$ cat src/rtl/tdc_pkg.sv
// ============================================================================
// Module  : tdc_pkg
// Brief   : Shared types, default parameters and command ROM contents for
//           the TDC command sequencer.
// Revision: 1.0
// ============================================================================
`default_nettype none

package tdc_pkg;

    localparam int c_num_cfg  = 9;
    localparam int c_num_rd   = 3;
    localparam int c_rd_bytes = 3;
    localparam int c_w        = 8;

    typedef enum logic [2:0] {
        ST_IDLE    = 3'd0,
        ST_FETCH   = 3'd1,
        ST_SEND    = 3'd2,
        ST_WAIT_RX = 3'd3,
        ST_DONE    = 3'd4
    } state_e;

    typedef enum logic [1:0] {
        SEQ_INIT = 2'd0,
        SEQ_MEAS = 2'd1,
        SEQ_READ = 2'd2
    } seq_e;

    // Layout: config write pairs, measurement start pair, readout addresses.
    localparam int c_rom_depth = 2 * c_num_cfg + 2 + 4;
    localparam logic [7:0] c_rom [c_rom_depth] = '{
        8'h41, 8'h40, 8'h42, 8'h1F, 8'h43, 8'h07, 8'h44, 8'hFF,
        8'h45, 8'hFF, 8'h46, 8'hFF, 8'h47, 8'hFF, 8'h48, 8'h00,
        8'h49, 8'h00,
        8'h40, 8'h81,
        8'h10, 8'h1B, 8'h1C, 8'h11
    };

    function automatic logic [7:0] rom_entry(input int idx);
        logic [7:0] v;
        v = 8'h00;
        for (int i = 0; i < c_rom_depth; i++) begin
            if (idx == i) v = c_rom[i];
        end
        return v;
    endfunction

endpackage

`default_nettype wire

$ cat src/rtl/tdc_cmd_rom.sv
// ============================================================================
// Module  : tdc_cmd_rom
// Brief   : Registered command ROM lookup, one cycle of read latency.
// Revision: 1.0
// ============================================================================
`default_nettype none

module tdc_cmd_rom #(
    parameter int W  = 8,
    parameter int AW = 6
) (
    input  logic          clk,
    input  logic          rst_n,
    input  logic [AW-1:0] addr,
    output logic [W-1:0]  data
);
    import tdc_pkg::*;

    logic [W-1:0] data_d;
    logic [W-1:0] data_q;

    always_comb begin
        data_d = W'(rom_entry(int'(addr)));
    end

    always_ff @(posedge clk or negedge rst_n) begin
        if (!rst_n) data_q <= '0;
        else        data_q <= data_d;
    end

    assign data = data_q;

endmodule

`default_nettype wire

$ cat src/rtl/tdc_cmd_seq.sv
// ============================================================================
// Module  : tdc_cmd_seq
// Brief   : Command sequencer driving init/measure/readout byte streams to an
//           SPI master and collecting readout results.
// Revision: 1.0
// ============================================================================
`default_nettype none

module tdc_cmd_seq #(
    parameter int NUM_CFG  = tdc_pkg::c_num_cfg,
    parameter int NUM_RD   = tdc_pkg::c_num_rd,
    parameter int RD_BYTES = tdc_pkg::c_rd_bytes,
    parameter int W        = tdc_pkg::c_w
) (
    input  logic                         clk,
    input  logic                         rst_n,
    input  logic                         cmd_init,
    input  logic                         cmd_meas,
    input  logic                         cmd_read,
    output logic                         busy,
    output logic [W-1:0]                 tx_data,
    output logic                         tx_valid,
    output logic                         tx_last,
    input  logic                         tx_ready,
    input  logic [W-1:0]                 rx_data,
    input  logic                         rx_valid,
    output logic [NUM_RD*RD_BYTES*W-1:0] res,
    output logic                         res_valid,
    output logic                         err
);
    import tdc_pkg::*;

    localparam int c_fw    = RD_BYTES * W;
    localparam int c_res_w = NUM_RD * c_fw;
    localparam int c_total = 2 * NUM_CFG + 2 + NUM_RD * (1 + RD_BYTES);
    localparam int c_cnt_w = $clog2(c_total + 1);

    state_e               state_q, state_d;
    seq_e                 seq_q, seq_d;
    logic [c_cnt_w-1:0]   frame_q, frame_d;
    logic [c_cnt_w-1:0]   pos_q, pos_d;
    logic [c_cnt_w-1:0]   rx_cnt_q, rx_cnt_d;
    logic [c_res_w-1:0]   shadow_q, shadow_d;
    logic [c_res_w-1:0]   res_q, res_d;
    logic                 res_valid_q, res_valid_d;
    logic                 err_q, err_d;

    logic [c_cnt_w-1:0]   frame_len;
    logic [c_cnt_w-1:0]   seq_len;
    logic [c_cnt_w-1:0]   rom_addr;
    logic [W-1:0]         rom_data;
    logic                 any_cmd;
    logic                 rx_take;
    logic                 rx_done;
    logic                 is_data_byte;

    tdc_cmd_rom #(
        .W  (W),
        .AW (c_cnt_w)
    ) u_rom (
        .clk   (clk),
        .rst_n (rst_n),
        .addr  (rom_addr),
        .data  (rom_data)
    );

    // frame_q/pos_q always point at the byte being fetched, sent or answered
    always_comb begin
        frame_len = c_cnt_w'(2);
        seq_len   = c_cnt_w'(2 * NUM_CFG);
        rom_addr  = (frame_q << 1) + pos_q;
        case (seq_q)
            SEQ_MEAS: begin
                seq_len  = c_cnt_w'(2);
                rom_addr = c_cnt_w'(2 * NUM_CFG) + pos_q;
            end
            SEQ_READ: begin
                frame_len = c_cnt_w'(1 + RD_BYTES);
                seq_len   = c_cnt_w'(NUM_RD * (1 + RD_BYTES));
                rom_addr  = c_cnt_w'(2 * NUM_CFG + 2) + frame_q;
            end
            default: ;
        endcase
    end

    assign any_cmd      = cmd_init | cmd_meas | cmd_read;
    assign rx_take      = (state_q == ST_WAIT_RX) && rx_valid;
    assign rx_done      = rx_take && (rx_cnt_q == seq_len - c_cnt_w'(1));
    assign is_data_byte = (seq_q == SEQ_READ) && (pos_q != '0);

    always_ff @(posedge clk or negedge rst_n) begin
        if (!rst_n) state_q <= ST_IDLE;
        else        state_q <= state_d;
    end

    always_comb begin
        state_d = state_q;
        case (state_q)
            ST_IDLE:    if (any_cmd) state_d = ST_FETCH;
            ST_FETCH:   state_d = ST_SEND;
            ST_SEND:    if (tx_ready) state_d = ST_WAIT_RX;
            ST_WAIT_RX: if (rx_valid) state_d = rx_done ? ST_DONE : ST_FETCH;
            ST_DONE:    state_d = ST_IDLE;
            default:    state_d = ST_IDLE;
        endcase
    end

    always_comb begin
        busy     = 1'b0;
        tx_valid = 1'b0;
        tx_last  = 1'b0;
        tx_data  = '0;
        case (state_q)
            ST_FETCH, ST_WAIT_RX: busy = 1'b1;
            ST_SEND: begin
                busy     = 1'b1;
                tx_valid = 1'b1;
                tx_last  = (pos_q == frame_len - c_cnt_w'(1));
                tx_data  = is_data_byte ? '0 : rom_data;
            end
            default: ;
        endcase
    end

    always_comb begin
        seq_d       = seq_q;
        frame_d     = frame_q;
        pos_d       = pos_q;
        rx_cnt_d    = rx_cnt_q;
        shadow_d    = shadow_q;
        res_d       = res_q;
        res_valid_d = 1'b0;
        err_d       = 1'b0;

        // Commands are only accepted from IDLE; everything else is flagged.
        if (state_q == ST_IDLE) begin
            err_d = (cmd_init & (cmd_meas | cmd_read)) | (cmd_meas & cmd_read);
            if (any_cmd) begin
                seq_d    = cmd_init ? SEQ_INIT : (cmd_meas ? SEQ_MEAS : SEQ_READ);
                frame_d  = '0;
                pos_d    = '0;
                rx_cnt_d = '0;
            end
        end else begin
            err_d = any_cmd;
        end

        if (rx_take) begin
            rx_cnt_d = rx_cnt_q + c_cnt_w'(1);
            if (pos_q == frame_len - c_cnt_w'(1)) begin
                pos_d   = '0;
                frame_d = frame_q + c_cnt_w'(1);
            end else begin
                pos_d = pos_q + c_cnt_w'(1);
            end
            if (is_data_byte) begin
                for (int f = 0; f < NUM_RD; f++) begin
                    if (frame_q == c_cnt_w'(f)) begin
                        shadow_d[f*c_fw +: c_fw] = c_fw'({shadow_q[f*c_fw +: c_fw], rx_data});
                    end
                end
            end
            if (rx_done && (seq_q == SEQ_READ)) begin
                res_d       = shadow_d;
                res_valid_d = 1'b1;
            end
        end
    end

    always_ff @(posedge clk or negedge rst_n) begin
        if (!rst_n) begin
            seq_q       <= SEQ_INIT;
            frame_q     <= '0;
            pos_q       <= '0;
            rx_cnt_q    <= '0;
            shadow_q    <= '0;
            res_q       <= '0;
            res_valid_q <= 1'b0;
            err_q       <= 1'b0;
        end else begin
            seq_q       <= seq_d;
            frame_q     <= frame_d;
            pos_q       <= pos_d;
            rx_cnt_q    <= rx_cnt_d;
            shadow_q    <= shadow_d;
            res_q       <= res_d;
            res_valid_q <= res_valid_d;
            err_q       <= err_d;
        end
    end

    assign res       = res_q;
    assign res_valid = res_valid_q;
    assign err       = err_q;

endmodule

`default_nettype wire

$ cat config.mk
export PLATFORM = sky130hd
export DESIGN_NAME = tdc_cmd_seq
export DESIGN_NICKNAME = d
export VERILOG_FILES = /design/src/rtl/tdc_pkg.sv /design/src/rtl/tdc_cmd_rom.sv /design/src/rtl/tdc_cmd_seq.sv
export SDC_FILE = /design/constraint.sdc
export NUM_CORES = 1
export LEC_CHECK = 0
export ABC_AREA = 0
export CORE_MARGIN = 5
export CORE_UTILIZATION = 36
export DETAILED_ROUTE_END_ITERATION = 8
export PLACE_DENSITY_LB_ADDON = 0.1
export SETUP_SLACK_MARGIN = 0.4
export SLEW_MARGIN = 15
export SYNTH_ARGS = -nofsm -noshare
export SYNTH_HDL_FRONTEND = slang
export SYNTH_SLANG_ARGS = --single-unit
$ cat constraint.sdc
create_clock -name clk -period 6.4 [get_ports clk]
set_input_delay 1.28 -clock clk [delete_from_list [all_inputs] [get_ports clk]]
set_output_delay 1.28 -clock clk [all_outputs]
set_load 0.01 [all_outputs]
==> impl_metrics.yaml, run 1 <==
setup_path:
  critical_path.top_delay_family: "simple AND/OR/NAND/NOR gates"
  cp_max_fo: 8
  crit_chain: "nor3b_1 > a21boi_0 > and2_1 > clkdlybuf4s50_1"
  start_kind: "register"
  max_stage_delay_ns: 0.65
  cp_data_arrival_time_ns: 2.90
  crit_required_ns: 5.12
  worst_setup_path_end_kind: "primary output"
  r2r_slack_ns: 3.37
  crit_slowest_cell: "nor3b_1"
  path_buf_inv: 1
  worst-setup-path-type: "reg2out"
power_and_ir_drop:
  p_sw_mw: 1.115
  leakagePower_nw: 5.163
  powerDensity_nw_per_um2: 318.9
  p_int_mw: 2.214
  p_seq_frac: 0.408
  comb_power_share: 0.285
  clock_power_share: 0.308
  ir_worst_vdd_uv: 158.5
  swShare: 0.3350
cts:
  post-cts-setup-buffers: 0
  cts_made_buffers: 17
  clock-sinks: 177
  tritoncts: "yes"
  clock_path_buffers: 2
  clkTransAtPathRegs_ns: 0.07
  cts_resized: 0
  cts_root_buf: "clkbuf_16"
  htreeDepth: 4
  worstSkewPairLatency_ns: 0.42
  cts_hold_buf: 0
synthesis:
  synth_flop_cell: "dfrtp_1"
  ys_top_cells_by_area: "dfrtp_1, mux2_4, mux2i_1, nand2_1, o21ai_1"
  netlist_area_sq_um: 8716
  ys_seq_area_frac: 0.5082
  synthDominantCellAreaShare: 0.5082
  synth_seq_cells: 177
  yosys.area.top_type: "dfrtp_1"
  synth_fp_nets: 771
  synthCells: 740
  synth_warnings: 0
  async_reset_ff_frac: 1.000
  synth_edf_count: 0
  synth_area_per_cell_sq_um: 11.78
  yosysUniqueCellTypes: 63
routing:
  initialDrtViolationCount: 311
  dr.pass1.iters: 6
  wl_per_cell_um: 16.92
  antenna_left: 0
  vias: 5798
  drcViolationCount: 0
  vias_per_cell: 4.990
  wl_um: 19670
global_routing:
  grt_max_degree: 83
  first_global_vias: 5917
  grt_pass1_wl_um: 32110
  antenna_found_initial: 0
  grt.overflow.total: 0
  grt_usage: 0.1485
sta:
  hold_viol: 0
  fin_setup_tns_ns: 0
  timing.hold.ws_ns: 0.4804
  post-route-min-period_ns: 4.177
  skew_ns: 0.01119
  fmax_mhz: 239.4
  drv_slew: 0
  rsz0062_at_grt: "false"
  worstMarginPinSlew_ns: 1.027
  max_slew_margin: 0.3137
  finalCritPeriodShare: 0.6527
  final-setup-viol-count: 0
final_layout:
  final_cells: 1162
  syn2layout_area_growth_pct: 19.77
  drive_above_1_share: 0.1527
  final_common_cell: "dfrtp_1"
  nets: 856
  n_fill_cell: 2297
  diodes: 0
  final_cell_mix: "dfrtp_1, clkdlybuf4s50_1, nand2_1"
  final_util: 0.4330
  multi_input_area_sq_um: 3930
  seq_area_sq_um: 4429
floorplanning:
  die-area_sq_um: 27420
  start_util: 0.3616
  pin_count: 100
  core-area_sq_um: 24110
  die_w_um: 165.6
  rows: 57
  die_h_um: 165.6
job:
  cap_violations: 0
status:
  status: "complete, no violations"
hold_path:
  hold_class: "reg2reg"
place:
  port_buffers: 99
  hpwlAfterDp_um: 13300
  gp_congestion: 0.7980
  placed_cells: 1130
-- final cells by class --
type,instances,share of cell area
Inverter,15,0.005394
Clock buffer,20,0.04375
Timing Repair Buffer,105,0.09936
Sequential cell,177,0.4243
Clock inverter,12,0.01187
Multi-Input combinational cell,509,0.3765
Tap cell,324,0.03883
-- metal layers --
metal,track usage,part of all wire,vias to the layer above
met5,0,0,-
met4,0.04874,0.015,0
met3,0.02532,0.034,18
met2,0.2376,0.47,109
met1,0.2058,0.49,2884
li1,-,-,2787
-- worst paths after layout --
kind                       startpoint            end  cells after the start
max                        state_q[2]     tx_data[2]                      4
min                            res[6]         res[6]                      2
max reg2reg                  seq_q[1]  u_rom.data[3]                     11
min reg2reg                    res[6]         res[6]                      2
max in group asynchronous       rst_n   shadow_q[52]                      2
min in group asynchronous       rst_n      res_valid                      1
-- Yosys cell counts, types with 7 or more instances --
| library cell | number |
|---|---|
| mux2_2 | 14 |
| o21ai_1 | 50 |
| and2_1 | 10 |
| nand3_1 | 14 |
| o21ai_0 | 47 |
| buf_2 | 12 |
| a21oi_1 | 15 |
| clkbuf_1 | 12 |
| nand2_1 | 91 |
| nor2_1 | 18 |
| inv_1 | 15 |
| xnor2_1 | 7 |
| mux2i_1 | 76 |
| ha_1 | 15 |
| mux2_4 | 60 |
| dfrtp_1 | 177 |
-- logic make-up (layout without fill, tap and decap cells) --
family,count (synthesis),after routing,share of synthesized area
buffers and inverters,54,152,0.04263
AOI/OAI and AO/OA,145,145,0.09389
DFF,177,177,0.5082
and+or+nand+nor,185,185,0.1095
xor gates and xnor gates,12,12,0.01206
adders and majority gates,17,17,0.02498
muxes,150,150,0.2087
-- metrics by stage --
step | setup WS, ns | power, mW | instance area, sq um
6_report | 2.223 | 3.329 | 10440
5_1_grt | 1.980 | 3.531 | 10440
4_1_cts | 2.146 | 3.362 | 10430
3_5_place_dp | 2.267 | 2.315 | 9851
3_3_place_gp | 2.328 | 2.297 | 9851
2_1_floorplan | 3.384 | 2.031 | 8716
-- power groups by stage --
stage | clock network (mW) | registers (mW) | logic [mW]
after CTS | 1.06 | 1.36 | 0.950
after detailed placement | 0 | 1.38 | 0.939
after floorplan | 0 | 1.33 | 0.697
after global routing | 1.10 | 1.38 | 1.06
after global placement | 0 | 1.37 | 0.928
final | 1.02 | 1.36 | 0.948
-- state kept, by name, indices dropped and copies added, names as in the netlist --
register	cells
shadow_q	72
rx_cnt_q	6
pos_q	6
res	72
u_rom.data	8
state_q	3
err	1
seq_q	2
frame_q	6
res_valid	1
-- tightest hold or removal path, stage by stage (launching register included) --
cell and delay, ns:
dfrtp_1 0.34, nand2_1 0.04, o21ai_0 0.06
No activity file was read; power rests on OpenSTA's default activity.
==> run 2: changes to the inputs <==
==> constraint.sdc (replaced) <==
create_clock -name clk -period 4 [get_ports clk]
set_input_delay 0.8 -clock clk [delete_from_list [all_inputs] [get_ports clk]]
set_output_delay 0.8 -clock clk [all_outputs]
set_load 0.01 [all_outputs]
==> impl_metrics.yaml, run 2 (same netlist as run 1, synthesis figures left out) <==
status:
  status: "complete, no violations"
final_layout:
  n_fill_cell: 2301
  final_cell_mix: "dfrtp_1, clkdlybuf4s50_1, nand2_1"
  fin_area_sq_um: 10570
  final_common_cell: "dfrtp_1"
  diodes: 0
  syn2layout_area_growth_pct: 21.25
  nets: 861
  drive_above_1_share: 0.1568
floorplanning:
  rows: 57
  core-area_sq_um: 24110
  die_w_um: 165.6
  pin_count: 100
  die-area_sq_um: 27420
  die_h_um: 165.6
  start_util: 0.3616
global_routing:
  grt_max_degree: 146
  grt_pass1_wl_um: 32170
  first_global_vias: 6008
  grt.overflow.total: 0
  grt_usage: 0.1483
  antenna_found_initial: 0
sta:
  skew_ns: 0.01959
  drv_slew: 0
  post-route-min-period_ns: 3.371
  hold_viol: 0
  rsz0062_at_grt: "false"
  worstMarginPinSlew_ns: 0.8143
  fin_setup_tns_ns: 0
  max_slew_margin: 0.4572
  fmax_mhz: 296.6
  final-setup-viol-count: 0
  finalCritPeriodShare: 0.8428
routing:
  antenna_left: 0
  wl_um: 19710
  vias: 5833
  top_layer_used: "met4"
  drcViolationCount: 0
  wl_met1_um: 9504
  dr_wl_met3_um: 873
  dr.pass1.iters: 4
  vias_per_cell: 5.003
  wl_per_cell_um: 16.91
  met2_length_um: 9064
  initialDrtViolationCount: 293
setup_path:
  crit_required_ns: 3.20
  start_kind: "register"
  cp_max_fo: 8
  worst_setup_path_end_kind: "primary output"
  r2r-start: "seq_q[1]"
  crit_start: "pos_q[2]"
  cp_data_arrival_time_ns: 2.57
  worst-setup-path-type: "reg2out"
power_and_ir_drop:
  powerDensity_nw_per_um2: 527.5
  leakagePower_nw: 5.246
  ir_worst_vdd_uv: 365.3
cts:
  clock_path_buffers: 2
  cts_resized: 0
  cts_hold_buf: 0
  cts_root_buf: "clkbuf_16"
  htreeDepth: 4
  clock-sinks: 177
  cts_made_buffers: 17
  post-cts-setup-buffers: 0
  worstSkewPairLatency_ns: 0.43
  tritoncts: "yes"
  clkTransAtPathRegs_ns: 0.07
hold_path:
  hold_class: "in2async"
place:
  placed_area_sq_um: 9913
  port_buffers: 99
  gp_congestion: 0.7972
  hpwlAfterDp_um: 13120
job:
  cap_violations: 0
-- run 2: power by group --
part	total, mW	switching, mW	internal [mW]
logic	1.57	0.872	0.696
clock network	1.85	0.728	1.12
registers	2.16	0.190	1.97
-- run 2: routing by layer --
metal | track usage | up-vias
li1 | - | 2803
met1 | 0.2012 | 2902
met2 | 0.2348 | 106
met3 | 0.03673 | 22
met4 | 0.04649 | 0
met5 | 0 | -
-- run 2: final cells by class --
cell class,instances,area (sq um),area share
clock buffer,17,425.4,0.04026
clock inverter,14,229.0,0.02167
inverter,15,56.30,0.005328
multi-input combinational,509,3923,0.3712
sequential,177,4429,0.4191
tap,324,405.4,0.03836
timing repair buffer,110,1100,0.1041
-- run 2: through the flow --
step                      power (mW)  worst slack (ns)  hold WS [ns]  std cells  utilization
after floorplan                3.250             1.444        0.4725        740            -
after global routing           5.893            0.4340        0.2615       1166       0.4384
after global placement         3.713             1.079        0.4642       1135       0.4112
after detailed placement       3.745             1.039        0.4706       1135       0.4112
after CTS                      5.637            0.5794        0.2528       1166       0.4384
final                          5.574            0.6288        0.2636       1166       0.4384
-- run 2: critical path, cell delays in order, from the launching register on --
cell	delay, ns
dfrtp_1	0.48
nor4_4	0.37
nand2_2	0.20
a21boi_0	0.24
buf_4	0.18
and2_1	0.13
clkdlybuf4s50_1	0.55
-- run 2: final timing paths --
kind	depth (start not counted)	to	slack [ns]
setup / recovery	6	tx_data[2]	0.63
hold / removal	1	res[67]	0.26
setup reg to reg	11	u_rom.data[3]	0.95
hold reg to reg	2	res[22]	0.48
max in group asynchronous	2	res[30]	2.86
min in group clk	2	res[22]	0.48
==> run 3: changes to the inputs <==
==> constraint.sdc (replaced) <==
create_clock -name clk -period 3.42 [get_ports clk]
set_input_delay 0.684 -clock clk [delete_from_list [all_inputs] [get_ports clk]]
set_output_delay 0.684 -clock clk [all_outputs]
set_load 0.01 [all_outputs]
==> impl_metrics.yaml, run 3 (same netlist as run 1, synthesis figures left out) <==
floorplanning:
  core-area_sq_um: 24110
  die-area_sq_um: 27420
  die_h_um: 165.6
  die_w_um: 165.6
  pin_count: 100
  start_util: 0.3616
  rows: 57
sta:
  fin_setup_tns_ns: 0
  hold_viol: 0
  fmax_mhz: 346.6
  worstMarginPinSlew_ns: 0.8818
  drv_slew: 0
  post-route-min-period_ns: 2.885
  timing.hold.ws_ns: 0.2367
  final-setup-viol-count: 0
  setup_ws_ns: 0.5346
  rsz0062_at_grt: "false"
  finalCritPeriodShare: 0.8437
  skew_ns: 0.01292
  max_slew_margin: 0.4122
setup_path:
  cp.depth: 5
  critical_path.top_delay_family: "buffers and inverters"
  start_kind: "register"
  r2r_slack_ns: 0.58
  crit_slowest_cell: "clkdlybuf4s50_1"
  reg2reg_to: "u_rom.data[3]"
  r2r-start: "seq_q[1]"
  r2r_cells: 10
  crit_end: "tx_last"
  path_buf_inv: 2
  crit_chain: "nor4_4 > buf_4 > and3_1 > and2_1 > clkdlybuf4s50_1"
  cp_data_arrival_time_ns: 2.20
  crit_start: "pos_q[2]"
  crit_required_ns: 2.74
  max_stage_delay_ns: 0.53
  cp_max_fo: 5
  worst_setup_path_end_kind: "primary output"
  worst-setup-path-type: "reg2out"
cts:
  cts_made_buffers: 17
  worstSkewPairLatency_ns: 0.43
  cts_hold_buf: 0
  clock_path_buffers: 2
  cts_root_buf: "clkbuf_16"
  htreeDepth: 4
  clock-sinks: 177
  clkTransAtPathRegs_ns: 0.07
  tritoncts: "yes"
final_layout:
  seq_area_sq_um: 4433
  drive_above_1_share: 0.1801
  final_common_cell: "dfrtp_1"
  diodes: 0
  final_cell_mix: "dfrtp_1, nand2_1, clkdlybuf4s50_1"
  multi_input_area_sq_um: 3953
  fin_area_sq_um: 10640
  nets: 874
  syn2layout_area_growth_pct: 22.09
  n_fill_cell: 2285
routing:
  vias_per_cell: 4.983
  wl_um: 19870
  dr.pass1.iters: 4
  initialDrtViolationCount: 366
  vias: 5875
  antenna_left: 0
  drcViolationCount: 0
  wl_per_cell_um: 16.85
power_and_ir_drop:
  ir_worst_vdd_uv: 298.4
  leakagePower_nw: 5.373
  powerDensity_nw_per_um2: 597.1
global_routing:
  first_global_vias: 6076
  grt_pass1_wl_um: 32350
  grt_usage: 0.1488
  antenna_found_initial: 0
  grt.overflow.total: 0
  grt_max_degree: 71
hold_path:
  hold_class: "in2async"
place:
  dp_slack_ns: 0.5105
  hpwlAfterDp_um: 13760
  port_buffers: 99
  placed_area_sq_um: 9978
  gp_congestion: 0.8275
status:
  status: "complete, no violations"
job:
  cap_violations: 0
==> run 3: changes by cell type in the layout (fill, tap and decap cells not counted), sizes merged, moves of 3 or more <==
cell / change
clkinvlp: +4
dlygate4sd2: +3
buf: +13
bufinv: -4
clkinv: -3
clkdlybuf4s50: -8
dlymetal6s2s: +5
==> run 3: how the worst min path moves through the flow <==
stage,end,cells past startpoint,slack [ns]
6_report,res_valid,1,0.24
5_1_grt,res[70],1,0.28
4_1_cts,res_valid,1,0.25
3_5_place_dp,res[5],2,0.47
3_3_place_gp,res[5],2,0.46
2_1_floorplan,err,0,0.39
==> run 3: what timing repair did <==
action                                 in CTS  in global routing
pin swaps                                   2                  1
endpoints found under the hold margin       0                  0
buffers inserted                            2                  4
gates cloned                                0                  0
setup endpoints to repair                   8                 11
gates resized for setup                     8                 10
==> run 3: layer usage <==
layer  GRT usage  wire length [um]  vias to the layer above
met5           0                 0                        -
met4     0.04237               252                        0
met1      0.2011              9471                     2923
met3     0.02978               698                       17
met2      0.2439              9444                      107
li1            -                 -                     2828
==> run 3: final cells by class <==
class / instances / area share
Inverter: 15 / 0.005291
Timing Repair Buffer: 123 / 0.1145
Clock inverter: 12 / 0.01152
Clock buffer: 19 / 0.04256
Sequential cell: 177 / 0.4166
Tap cell: 324 / 0.03810
Multi-Input combinational cell: 509 / 0.3714
==> run 3: power by group <==
group	total [mW]	switching, mW	internal, mW	leakage [nW]
sequential	2.50	0.197	2.30	2.43
combinational	1.93	1.06	0.868	2.67
clock	1.92	0.869	1.06	0.272
==> run 3: metrics by stage <==
step / power [mW] / util / instances
after floorplan: 3.802 / - / 740
final: 6.354 / 0.4415 / 1179
after CTS: 6.388 / 0.4386 / 1175
after global placement: 4.395 / 0.4139 / 1142
after global routing: 6.726 / 0.4415 / 1179
after detailed placement: 4.428 / 0.4139 / 1142
